===== config.mk =====
export PLATFORM = sky130hd
export DESIGN_NAME = vga_hvsync_gen
export DESIGN_NICKNAME = d
export VERILOG_FILES = /design/src/rtl/vga_timing_pkg.sv /design/src/rtl/vga_axis_counter.sv /design/src/rtl/vga_hvsync_gen.sv
export SDC_FILE = /design/constraint.sdc
export NUM_CORES = 1
export LEC_CHECK = 0
export CORE_ASPECT_RATIO = 0.6
export CORE_UTILIZATION = 30
export CTS_BUF_LIST = sky130_fd_sc_hd__clkbuf_8
export DETAILED_ROUTE_END_ITERATION = 6
export GPL_TIMING_DRIVEN = 1
export PLACE_DENSITY = 0.53
export SLEW_MARGIN = 20
export SYNTH_ARGS = -nofsm -noshare
export SYNTH_HDL_FRONTEND = slang
export SYNTH_SLANG_ARGS = --single-unit

===== constraint.sdc =====
create_clock -name clk -period 2.75 [get_ports clk]
set_input_delay 0.825 -clock clk [delete_from_list [all_inputs] [get_ports clk]]
set_output_delay 0.825 -clock clk [all_outputs]
set_load 0.02 [all_outputs]

===== src/rtl/vga_timing_pkg.sv =====
// Shared VGA 640x480@60 raster constants and a small window-compare helper
// used by the axis counters.
package vga_timing_pkg;

    localparam int H_DISPLAY = 640;
    localparam int H_FRONT   = 16;
    localparam int H_SYNC    = 96;
    localparam int H_BACK    = 48;
    localparam int V_DISPLAY = 480;
    localparam int V_FRONT   = 10;
    localparam int V_SYNC    = 2;
    localparam int V_BACK    = 33;
    localparam logic SYNC_ACTIVE = 1'b0;

    localparam int H_TOTAL      = H_DISPLAY + H_FRONT + H_SYNC + H_BACK;
    localparam int V_TOTAL      = V_DISPLAY + V_FRONT + V_SYNC + V_BACK;
    localparam int H_SYNC_START = H_DISPLAY + H_FRONT;
    localparam int H_SYNC_END   = H_SYNC_START + H_SYNC - 1;
    localparam int V_SYNC_START = V_DISPLAY + V_FRONT;
    localparam int V_SYNC_END   = V_SYNC_START + V_SYNC - 1;

    function automatic logic in_window(input logic [9:0] value,
                                       input logic [9:0] lo,
                                       input logic [9:0] hi);
        return (value >= lo) && (value <= hi);
    endfunction

endpackage


===== src/rtl/vga_axis_counter.sv =====
// One raster axis: wrapping position counter with a registered sync pulse
// computed from the next count so it lines up with the count it describes.
module vga_axis_counter
    import vga_timing_pkg::*;
#(
    parameter int   TOTAL      = H_TOTAL,
    parameter int   SYNC_START = H_SYNC_START,
    parameter int   SYNC_END   = H_SYNC_END,
    parameter int   DISPLAY    = H_DISPLAY,
    parameter logic SYNC_LEVEL = 1'b0
) (
    input  logic       clk,
    input  logic       reset,
    input  logic       en,
    output logic [9:0] count,
    output logic       wrap,
    output logic       sync,
    output logic       active
);

    localparam logic [9:0] LAST_W       = 10'(TOTAL - 1);
    localparam logic [9:0] SYNC_START_W = 10'(SYNC_START);
    localparam logic [9:0] SYNC_END_W   = 10'(SYNC_END);
    localparam logic [9:0] DISPLAY_W    = 10'(DISPLAY);

    logic [9:0] count_r;
    logic [9:0] count_next_s;
    logic       wrap_s;
    logic       sync_r;

    // Next count and end-of-axis flag.
    always_comb begin
        count_next_s = count_r;
        wrap_s       = 1'b0;
        if (en) begin
            if (count_r == LAST_W) begin
                count_next_s = 10'd0;
                wrap_s       = 1'b1;
            end else begin
                count_next_s = count_r + 10'd1;
            end
        end else begin
            count_next_s = count_r;
        end
    end

    // Count and sync state registers.
    always_ff @(posedge clk) begin
        if (reset) begin
            count_r <= 10'd0;
            sync_r  <= ~SYNC_LEVEL;
        end else begin
            count_r <= count_next_s;
            sync_r  <= in_window(count_next_s, SYNC_START_W, SYNC_END_W) ? SYNC_LEVEL : ~SYNC_LEVEL;
        end
    end

    assign count  = count_r;
    assign wrap   = wrap_s;
    assign sync   = sync_r;
    assign active = (count_r < DISPLAY_W);

endmodule


===== src/rtl/vga_hvsync_gen.sv =====
// Free-running VGA raster timing generator: horizontal axis counts every
// pixel clock, vertical axis advances on each horizontal wrap.
module vga_hvsync_gen #(
    parameter int   H_DISPLAY   = vga_timing_pkg::H_DISPLAY,
    parameter int   H_FRONT     = vga_timing_pkg::H_FRONT,
    parameter int   H_SYNC      = vga_timing_pkg::H_SYNC,
    parameter int   H_BACK      = vga_timing_pkg::H_BACK,
    parameter int   V_DISPLAY   = vga_timing_pkg::V_DISPLAY,
    parameter int   V_FRONT     = vga_timing_pkg::V_FRONT,
    parameter int   V_SYNC      = vga_timing_pkg::V_SYNC,
    parameter int   V_BACK      = vga_timing_pkg::V_BACK,
    parameter logic SYNC_ACTIVE = vga_timing_pkg::SYNC_ACTIVE
) (
    input  logic       clk,
    input  logic       reset,
    output logic       hsync,
    output logic       vsync,
    output logic       display_on,
    output logic [9:0] hpos,
    output logic [9:0] vpos
);

    localparam int HT  = H_DISPLAY + H_FRONT + H_SYNC + H_BACK;
    localparam int VT  = V_DISPLAY + V_FRONT + V_SYNC + V_BACK;
    localparam int HSS = H_DISPLAY + H_FRONT;
    localparam int VSS = V_DISPLAY + V_FRONT;

    logic h_wrap_s;
    logic h_active_s;
    logic v_active_s;
    logic v_wrap_unused_s;

    vga_axis_counter #(
        .TOTAL      (HT),
        .SYNC_START (HSS),
        .SYNC_END   (HSS + H_SYNC - 1),
        .DISPLAY    (H_DISPLAY),
        .SYNC_LEVEL (SYNC_ACTIVE)
    ) u_h_axis (
        .clk    (clk),
        .reset  (reset),
        .en     (1'b1),
        .count  (hpos),
        .wrap   (h_wrap_s),
        .sync   (hsync),
        .active (h_active_s)
    );

    // Vertical axis steps on the same edge that the horizontal axis wraps.
    vga_axis_counter #(
        .TOTAL      (VT),
        .SYNC_START (VSS),
        .SYNC_END   (VSS + V_SYNC - 1),
        .DISPLAY    (V_DISPLAY),
        .SYNC_LEVEL (SYNC_ACTIVE)
    ) u_v_axis (
        .clk    (clk),
        .reset  (reset),
        .en     (h_wrap_s),
        .count  (vpos),
        .wrap   (v_wrap_unused_s),
        .sync   (vsync),
        .active (v_active_s)
    );

    assign display_on = h_active_s & v_active_s;

endmodule


# After elaboration in Yosys (flattened, before gate mapping)
# Cells that the tools add are included.
# word_totals
wordCells	23
reg_bits	22
input_bits	2
output_inout_bits	23
# classes
eq_ne	2
reduce_logical	2
n_bitwise	1
muxes	6
magnitude_cmp	6
addsub	2
# op_table
cell	count
10-bit two-way mux	3
10-bit by 1-bit adder with 10-bit output, second input constant	2
10-bit == test, second input constant	2
10-bit >= comparator, second input constant	1
10-bit by 9-bit >= comparator with 1-bit output, second input constant	1
10-bit <= comparator, second input constant	1
10-bit by 9-bit <= comparator with 1-bit output, second input constant	1
10-bit < comparator, second input constant	1
10-bit by 9-bit < comparator with 1-bit output, second input constant	1
1-bit two-way mux	3
1-bit logical AND	2
1-bit bitwise AND	1

# Logic depth before layout (Yosys ltp)
# Gate-level depths: netlist (run 1).
# logic_depth
depth_word	6
depth_mapped	7
mapped_depth_nobuf	7

# Cells and area by module
# A second synthesis (run 1) with hierarchy kept.
# unflattened
cells_unflattened	145
area_unflattened_um2	1189.9
# by_module_without_submodules
mod	cells_each	area_each_um2	instances
vga_axis_counter (u_v_axis)	80	628.1	1
vga_axis_counter (u_h_axis)	63	551.8	1
vga_hvsync_gen	2	10.0	1

# Least setup slack after synthesis (run 1)
# No wires, ideal clock.
# synth_path
kind	flip-flop to flip-flop
from	reg u_h_axis.count_r[0], in the netlist u_h_axis.count[0]
to	reg u_v_axis.count_r[9], in the netlist u_v_axis.count[9]
setup_time_ns	0.115
period_less_slack_ns	2.033
setup_slack_ns	0.717
stages_incl_launch_ff	8
arrival_time_ns	1.917
required_time_ns	2.635
path_cell_list	dfxtp_1 -> ha_1 -> nand4_1 -> or3_1 -> buf_2 -> nor4_4 -> xnor2_1 -> nor2_2
# synth_via
elab_chain_cells	3
# synth_rtl
element	line	text
start, declared	vga_axis_counter.sv:26	logic [9:0] count_r;
start signal, assigned	vga_axis_counter.sv:53	count_r <= count_next_s;
10-bit == test	vga_axis_counter.sv:36	if (count_r == LAST_W) begin
1-bit two-way mux	vga_axis_counter.sv:36	
10-bit two-way mux	vga_axis_counter.sv:35	if (en) begin
end signal, assigned	vga_axis_counter.sv:53	
end, declared	vga_axis_counter.sv:26	
# Every way passes these cells.
# A chain may end at the register's enable or synchronous reset.

# Worst setup path in the final report (run 1)
# layout_path
from	reg u_v_axis.count_r[5], in the netlist u_v_axis.count[5]
to	out display_on
# layout_via
elab_chain_cells	2
# layout_rtl
element	line	text
10-bit by 9-bit < comparator with 1-bit output	vga_axis_counter.sv:61	assign active = (count_r < DISPLAY_W);
1-bit bitwise AND	vga_hvsync_gen.sv:66	assign display_on = h_active_s & v_active_s;
end, declared	vga_hvsync_gen.sv:18	output logic display_on,
# Every way passes these cells.

==> impl_metrics.csv, run 1 <==
group,metric,value,unit
power_and_ir_drop,p_total,590,uW
critical_path,r2r-end,"u_v_axis.sync",
floorplanning,die_w,81.9,um
placement,pre_cts_slack,428,ps
yosys,yosys_warnings,0,
global_route,gr-usage-all-layers,15.5,%
cts,ctsResizeCount,0,
timing,max_freq,0.381,GHz
routing,wl_per_cell,13.6,um
layout,stdcell_area,0.00150,mm2
global_route,grt_overflow,0,
power_and_ir_drop,switchingPower,129,uW
critical_path,end_kind,"output pin",
critical_path,timing.rr.start,"u_h_axis.count[0]",
routing,drtAntennaViolNets,0,
floorplanning,io_pins,25,
routing,drc,0,
critical_path,crit_slowest_cell,"clkdlybuf4s50_1",
layout,layout-drive-gt1-share,8.07,%
critical_path,cp-start-kind,"flip-flop",
run,drv_cap,0,
routing,drt-initial-drc-count,38,
cts,cts_made_buffers,3,
min_path,holdPathStages,1,
timing,tightestPinTransition,619,ps
critical_path,r2r_cells,6,
yosys,post_synth.cell_area_avg,8.45,um2
cts,cts_tree,"yes",
routing,vias,1035,
critical_path,r2r_slack,560,ps
placement,placed_cell_area,0.00144,mm2
yosys,synth_top_cell_by_area,"dfxtp_1",
floorplanning,die_height,50.0,um
timing,setup_viol,0,
layout,n_fill_cell,349,
yosys,ys_types,39,
power_and_ir_drop,power.static_leakage,0.507,nW
yosys,synthFlopType,"dfxtp_1",
cts,cts.sinks,22,
power_and_ir_drop,irDropWorstVdd,0.186,mV
yosys,yosys_register_bits,22,
power_and_ir_drop,p_int,462,uW
critical_path,crit_arrival,1800,ps
power_and_ir_drop,seq_power_share,55.4,%
yosys,synth_area,0.00115,mm2
cts,clk_path_buf_depth,2,
placement,gp_congestion,0.818,
cts,cts_setup_buffers,0,
timing,finalCritPeriodShare,95.5,%
timing,maxSlewHeadroom,58.5,%
timing,finalHoldViolCount,0,
yosys,ys_seq_area_share,38.3,%
critical_path,path_max_fanout,7,
timing,fin_crit,2630,ps
timing,drv_slew,0,
timing,clock-skew-final,4.84,ps
layout,area_growth,30.4,%
routing,wirelength,2.80,mm
floorplanning,die_area,0.00409,mm2
floorplanning,core-area,0.00344,mm2
critical_path,crit_family,"simple AND/OR/NAND/NOR gates",
timing,tns,0,ps
power_and_ir_drop,combPwrFrac,4.4,%
min_path,whs_endpoint,"u_h_axis.count[0]",
placement,io_buffer_count,24,
global_route,grt_antenna_before_repair,0,
yosys,synthCells,136,
global_route,grt_max_degree,19,
cts,clock_latency,270,ps
routing,dr.pass1.iters,6,
placement,dp_hpwl,2.10,mm
layout,fin_nets,168,
critical_path,critPathBufInv,1,
floorplanning,start_util,33.4,%
yosys,post-synth-top-area-fraction,38.3,%
cts,holdBufCountCts,0,
critical_path,slowest_delay,530,ps
yosys,synth_edf_count,0,
power_and_ir_drop,p_clk_share,40.2,%
power_and_ir_drop,p_per_area,394,mW/mm2
critical_path,critPathRequiredTime,1930,ps
routing,viasPerCell,5.02,
timing,whs,537,ps
timing,layout_setup_ws,123,ps
cts,cts.htree.levels,1,
yosys,async_flop_share,0,%
layout,antennaDiodeCount,0,
min_path,hp-class,"reg -> reg",
power_and_ir_drop,swShare,21.8,%
global_route,grt_pass1_vias,938,
global_route,grt_pass1_wl,4.76,mm
yosys,synthTopCellsByArea,"dfxtp_1 (38%), xnor2_1 (6.1%), nor2_1 (4.9%)",
floorplanning,fp-row-count,16,
yosys,syn-num-nets,142,
min_path,holdCritStartpoint,"u_h_axis.count[0]",
run_status,outcome,"completed",
cts,root_buffer,"clkbuf_8",
cts,clk_pin_slew,80,ps
critical_path,crit_type,"reg -> out",
timing,rsz0062_at_grt,"no",
critical_path,cp_cell_sequence,"and3_1, nand2_1, and3b_1, clkdlybuf4s50_1",
[layout make-up]
class | count | area [um2] | share of cell area (%)
clock buffers | 4 | 55.1 | 3.67
inverters | 6 | 22.5 | 1.50
multi-input cells | 102 | 662 | 44.2
flip-flops and latches | 22 | 440 | 29.4
well taps | 45 | 56.3 | 3.76
repair buffers | 27 | 263 | 17.5
[Yosys cell counts, drive strengths merged, types with 5 or more instances]
cell / instances
nor3: 8
nand4: 5
inv: 6
or3: 5
dfxtp: 22
nor2: 16
nand2: 11
xor2: 5
nand3: 7
xnor2: 8
[per-layer routing]
metal / vias to the layer above / global-route usage, % / wire length, um
li1: 527 / - / -
met1: 478 / 23.2 / 1490
met2: 28 / 21.1 / 1120
met3: 2 / 5.37 / 186
met4: 0 / 2.34 / 4
met5: - / 0 / 0
[cell families after synthesis]
| kind of cell | synth area share (%) |
|---|---|
| AO/OA/AOI/OAI | 9.03 |
| buffers and inverters | 4.13 |
| XOR/XNOR | 9.90 |
| flip-flops | 38.3 |
| AND/OR/NAND/NOR | 34.3 |
| adder cells (fa/ha/maj) | 4.35 |
[power groups by stage]
stage                     logic [mW]  registers, mW  clock network [mW]
after floorplan              0.00992          0.338                   0
after global placement        0.0266          0.334                   0
after detailed placement      0.0263          0.335                   0
after CTS                     0.0263          0.327               0.245
after global routing          0.0285          0.329               0.262
final                         0.0259          0.327               0.238
[worst max path at each step]
stage,from,endpoint,cells after the start,slack (ps)
after CTS,u_v_axis.count[5],display_on,4,130
after global routing,u_v_axis.count[5],display_on,4,6
after global placement,u_v_axis.count[5],display_on,4,490
after detailed placement,u_v_axis.count[5],display_on,4,430
final,u_v_axis.count[5],display_on,4,120
after floorplan,u_h_axis.count[0],u_v_axis.count[9],7,720
[worst register-to-register path, delay by kind of cell, from the launching register on]
| kind | cells | cell delay [ps] |
|---|---|---|
| and+or+nand+nor | 4 | 1130 |
| adders and majority gates | 1 | 250 |
| xor gates and xnor gates | 1 | 270 |
| DFF | 1 | 420 |
[placed cells by master, fill, tap and decap left out, drive strengths merged, types with 4 or more instances in the layout]
cell and n:
o21ai 4, nor2 16, or3 5, clkdlybuf4s50 24, nand3 7, clkbuf 4, a21oi 4, dfxtp 22
xor2 5, ha 4, nor3 8, inv 6, nand4 5, nand2 11, xnor2 8
[sequential cells by signal (all words and copies together) (netlist names)]
register and cells:
u_h_axis.count 10, u_h_axis.sync 1, u_v_axis.count 10, u_v_axis.sync 1
[per-stage QoR]
stage,cells,utilization (%)
2_1_floorplan,136,-
3_3_place_gp,202,41.9
3_5_place_dp,202,41.9
4_1_cts,206,43.5
5_1_grt,206,43.5
6_report,206,43.5
Note: power is estimated with default switching activity, not from simulation.
==> run 2, diff against run 1 <==
--- a/config.mk
+++ b/config.mk
@@ -5,13 +5,17 @@
 export SDC_FILE = /design/constraint.sdc
 export NUM_CORES = 1
 export LEC_CHECK = 0
+export CELL_PAD_IN_SITES_DETAIL_PLACEMENT = 1
+export CELL_PAD_IN_SITES_GLOBAL_PLACEMENT = 2
 export CORE_ASPECT_RATIO = 0.6
 export CORE_UTILIZATION = 30
 export CTS_BUF_LIST = sky130_fd_sc_hd__clkbuf_8
 export DETAILED_ROUTE_END_ITERATION = 6
+export DONT_BUFFER_PORTS = 1
 export GPL_TIMING_DRIVEN = 1
-export PLACE_DENSITY = 0.53
+export PLACE_DENSITY = 0.67
 export SLEW_MARGIN = 20
 export SYNTH_ARGS = -nofsm -noshare
 export SYNTH_HDL_FRONTEND = slang
 export SYNTH_SLANG_ARGS = --single-unit
+export TNS_END_PERCENT = 50
==> run 2 against run 1 <==
Against the previous run:
- clock power shrank 13%
- worst hold slack gained 75 ps
- sequential cell count is the same
- count of clock-buffer cells in the layout shrank 1
- first-iteration DRC count grew 5.3%
- sequential share of layout area grew 6.0 points
- routed wire length grew 8.0%
- cell count shrank 12%
- clock skew shrank 3.7 ps
- register-to-register slack lost 150 ps
- via count shrank 6.7%
- sequential power is essentially flat
- largest cell class unchanged
==> impl_metrics.csv, run 2 (synthesis gave the netlist of run 1 again) <==
group,metric,value,unit
run_status,outcome,"completed",
cts,ctsResizeCount,0,
cts,cts.htree.levels,1,
power_and_ir_drop,p_int,425,uW
critical_path,path_max_fanout,7,
global_route,gr-usage-all-layers,16.3,%
timing,rsz0062_at_grt,"no",
routing,vias,966,
floorplanning,fp-row-count,16,
routing,wirelength,3.02,mm
timing,clock-skew-final,1.18,ps
routing,dr.pass1.iters,4,
placement,placed_cell_area,0.00120,mm2
cts,clock_latency,270,ps
power_and_ir_drop,p_per_area,441,mW/mm2
cts,holdBufCountCts,0,
power_and_ir_drop,seq_power_share,60.1,%
cts,root_buffer,"clkbuf_8",
critical_path,critical_path.startpoint,"u_v_axis.count[5]",
critical_path,crit_arrival,1550,ps
layout,layout_commonest_cell,"dfxtp_1",
floorplanning,io_pins,25,
layout,final_cell_mix,"dfxtp_1 (22), nor2_1 (15), nand2_1 (11), xnor2_1 (8)",
timing,setup_viol,0,
power_and_ir_drop,p_clk_share,37.9,%
floorplanning,die_w,81.9,um
layout,n_fill_cell,428,
global_route,grt_max_degree,20,
timing,max_freq,0.421,GHz
layout,fin_nets,144,
min_path,holdCritStartpoint,"reset",
min_path,holdPathStages,1,
critical_path,r2r-end,"u_v_axis.sync",
routing,drtAntennaViolNets,0,
cts,cts.sinks,22,
timing,tightestPinTransition,594,ps
global_route,grt_overflow,0,
floorplanning,die_area,0.00409,mm2
critical_path,critPathRequiredTime,1930,ps
power_and_ir_drop,power.static_leakage,0.414,nW
critical_path,end_kind,"output pin",
layout,layout-drive-gt1-share,8.82,%
power_and_ir_drop,irDropWorstVdd,0.186,mV
critical_path,crit_type,"reg -> out",
placement,io_buffer_count,0,
cts,cts_made_buffers,3,
power_and_ir_drop,combPwrFrac,2.1,%
floorplanning,start_util,33.4,%
critical_path,timing.rr.start,"u_h_axis.count[1]",
placement,gp_congestion,0.761,
floorplanning,core-area,0.00344,mm2
global_route,grt_pass1_wl,4.98,mm
layout,antennaDiodeCount,0,
run,drv_cap,0,
timing,fin_crit,2380,ps
critical_path,cp-start-kind,"flip-flop",
routing,drt-initial-drc-count,40,
timing,maxSlewHeadroom,60.1,%
cts,cts_setup_buffers,0,
routing,drc,0,
power_and_ir_drop,p_total,549,uW
timing,drv_slew,0,
layout,area_growth,8.27,%
global_route,grt_pass1_vias,956,
timing,tns,0,ps
placement,dp_hpwl,2.30,mm
timing,finalCritPeriodShare,86.4,%
floorplanning,die_height,50.0,um
cts,clk_path_buf_depth,2,
cts,clk_pin_slew,80,ps
layout,stdcell_area,0.00124,mm2
routing,wl_per_cell,16.7,um
global_route,grt_antenna_before_repair,0,
timing,finalHoldViolCount,0,
critical_path,crit_end,"display_on",
power_and_ir_drop,switchingPower,124,uW
critical_path,r2r_cells,6,
min_path,hp-class,"in -> reg",
power_and_ir_drop,swShare,22.6,%
critical_path,r2r_slack,410,ps
cts,cts_tree,"yes",
routing,viasPerCell,5.34,
==> run 2: how the worst min path moves through the flow <==
stage,end
2_1_floorplan,u_h_axis.count[0]
5_1_grt,u_v_axis.count[4]
6_report,u_h_axis.count[1]
3_5_place_dp,u_h_axis.count[0]
3_3_place_gp,u_h_axis.count[0]
4_1_cts,u_h_axis.count[1]
==> run 2: routing by layer <==
layer	track usage (%)	vias to the layer above	share of wire, %
li1	-	475	-
met1	24.8	468	57
met2	20.5	18	36
met3	7.41	5	6.4
met4	2.63	0	0.56
met5	0	-	0
==> run 2: power groups by stage <==
stage               Sequential, mW  Combinational (mW)  Clock [mW]
floorplan                    0.338             0.00992           0
global placement             0.337              0.0114           0
detailed placement           0.338              0.0116           0
CTS                          0.330              0.0116       0.215
global route                 0.331              0.0128       0.228
finish                       0.330              0.0114       0.208
==> run 2: critical path, cell delays in order (launching register included) <==
cell and delay, ps:
dfxtp_1 590, and3_1 270, nand2_1 140, and3b_1 290
==> run 2: cell type report <==
cell class	instances	area, um2	share of cell area, %
sequential	22	440	35.4
inverter	6	22.5	1.81
multi-input combinational	102	662	53.2
tap	45	56.3	4.52
timing repair buffer	3	22.5	1.81
clock buffer	3	41.3	3.32
==> run 2: per-stage QoR <==
step / utilization (%) / instances / setup slack, ps / hold slack, ps
floorplan: - / 136 / 717 / 617
global placement: 35.0 / 178 / 531 / 613
detailed placement: 35.0 / 178 / 477 / 608
CTS: 36.2 / 181 / 361 / 606
global route: 36.2 / 181 / 246 / 601
finish: 36.2 / 181 / 374 / 611
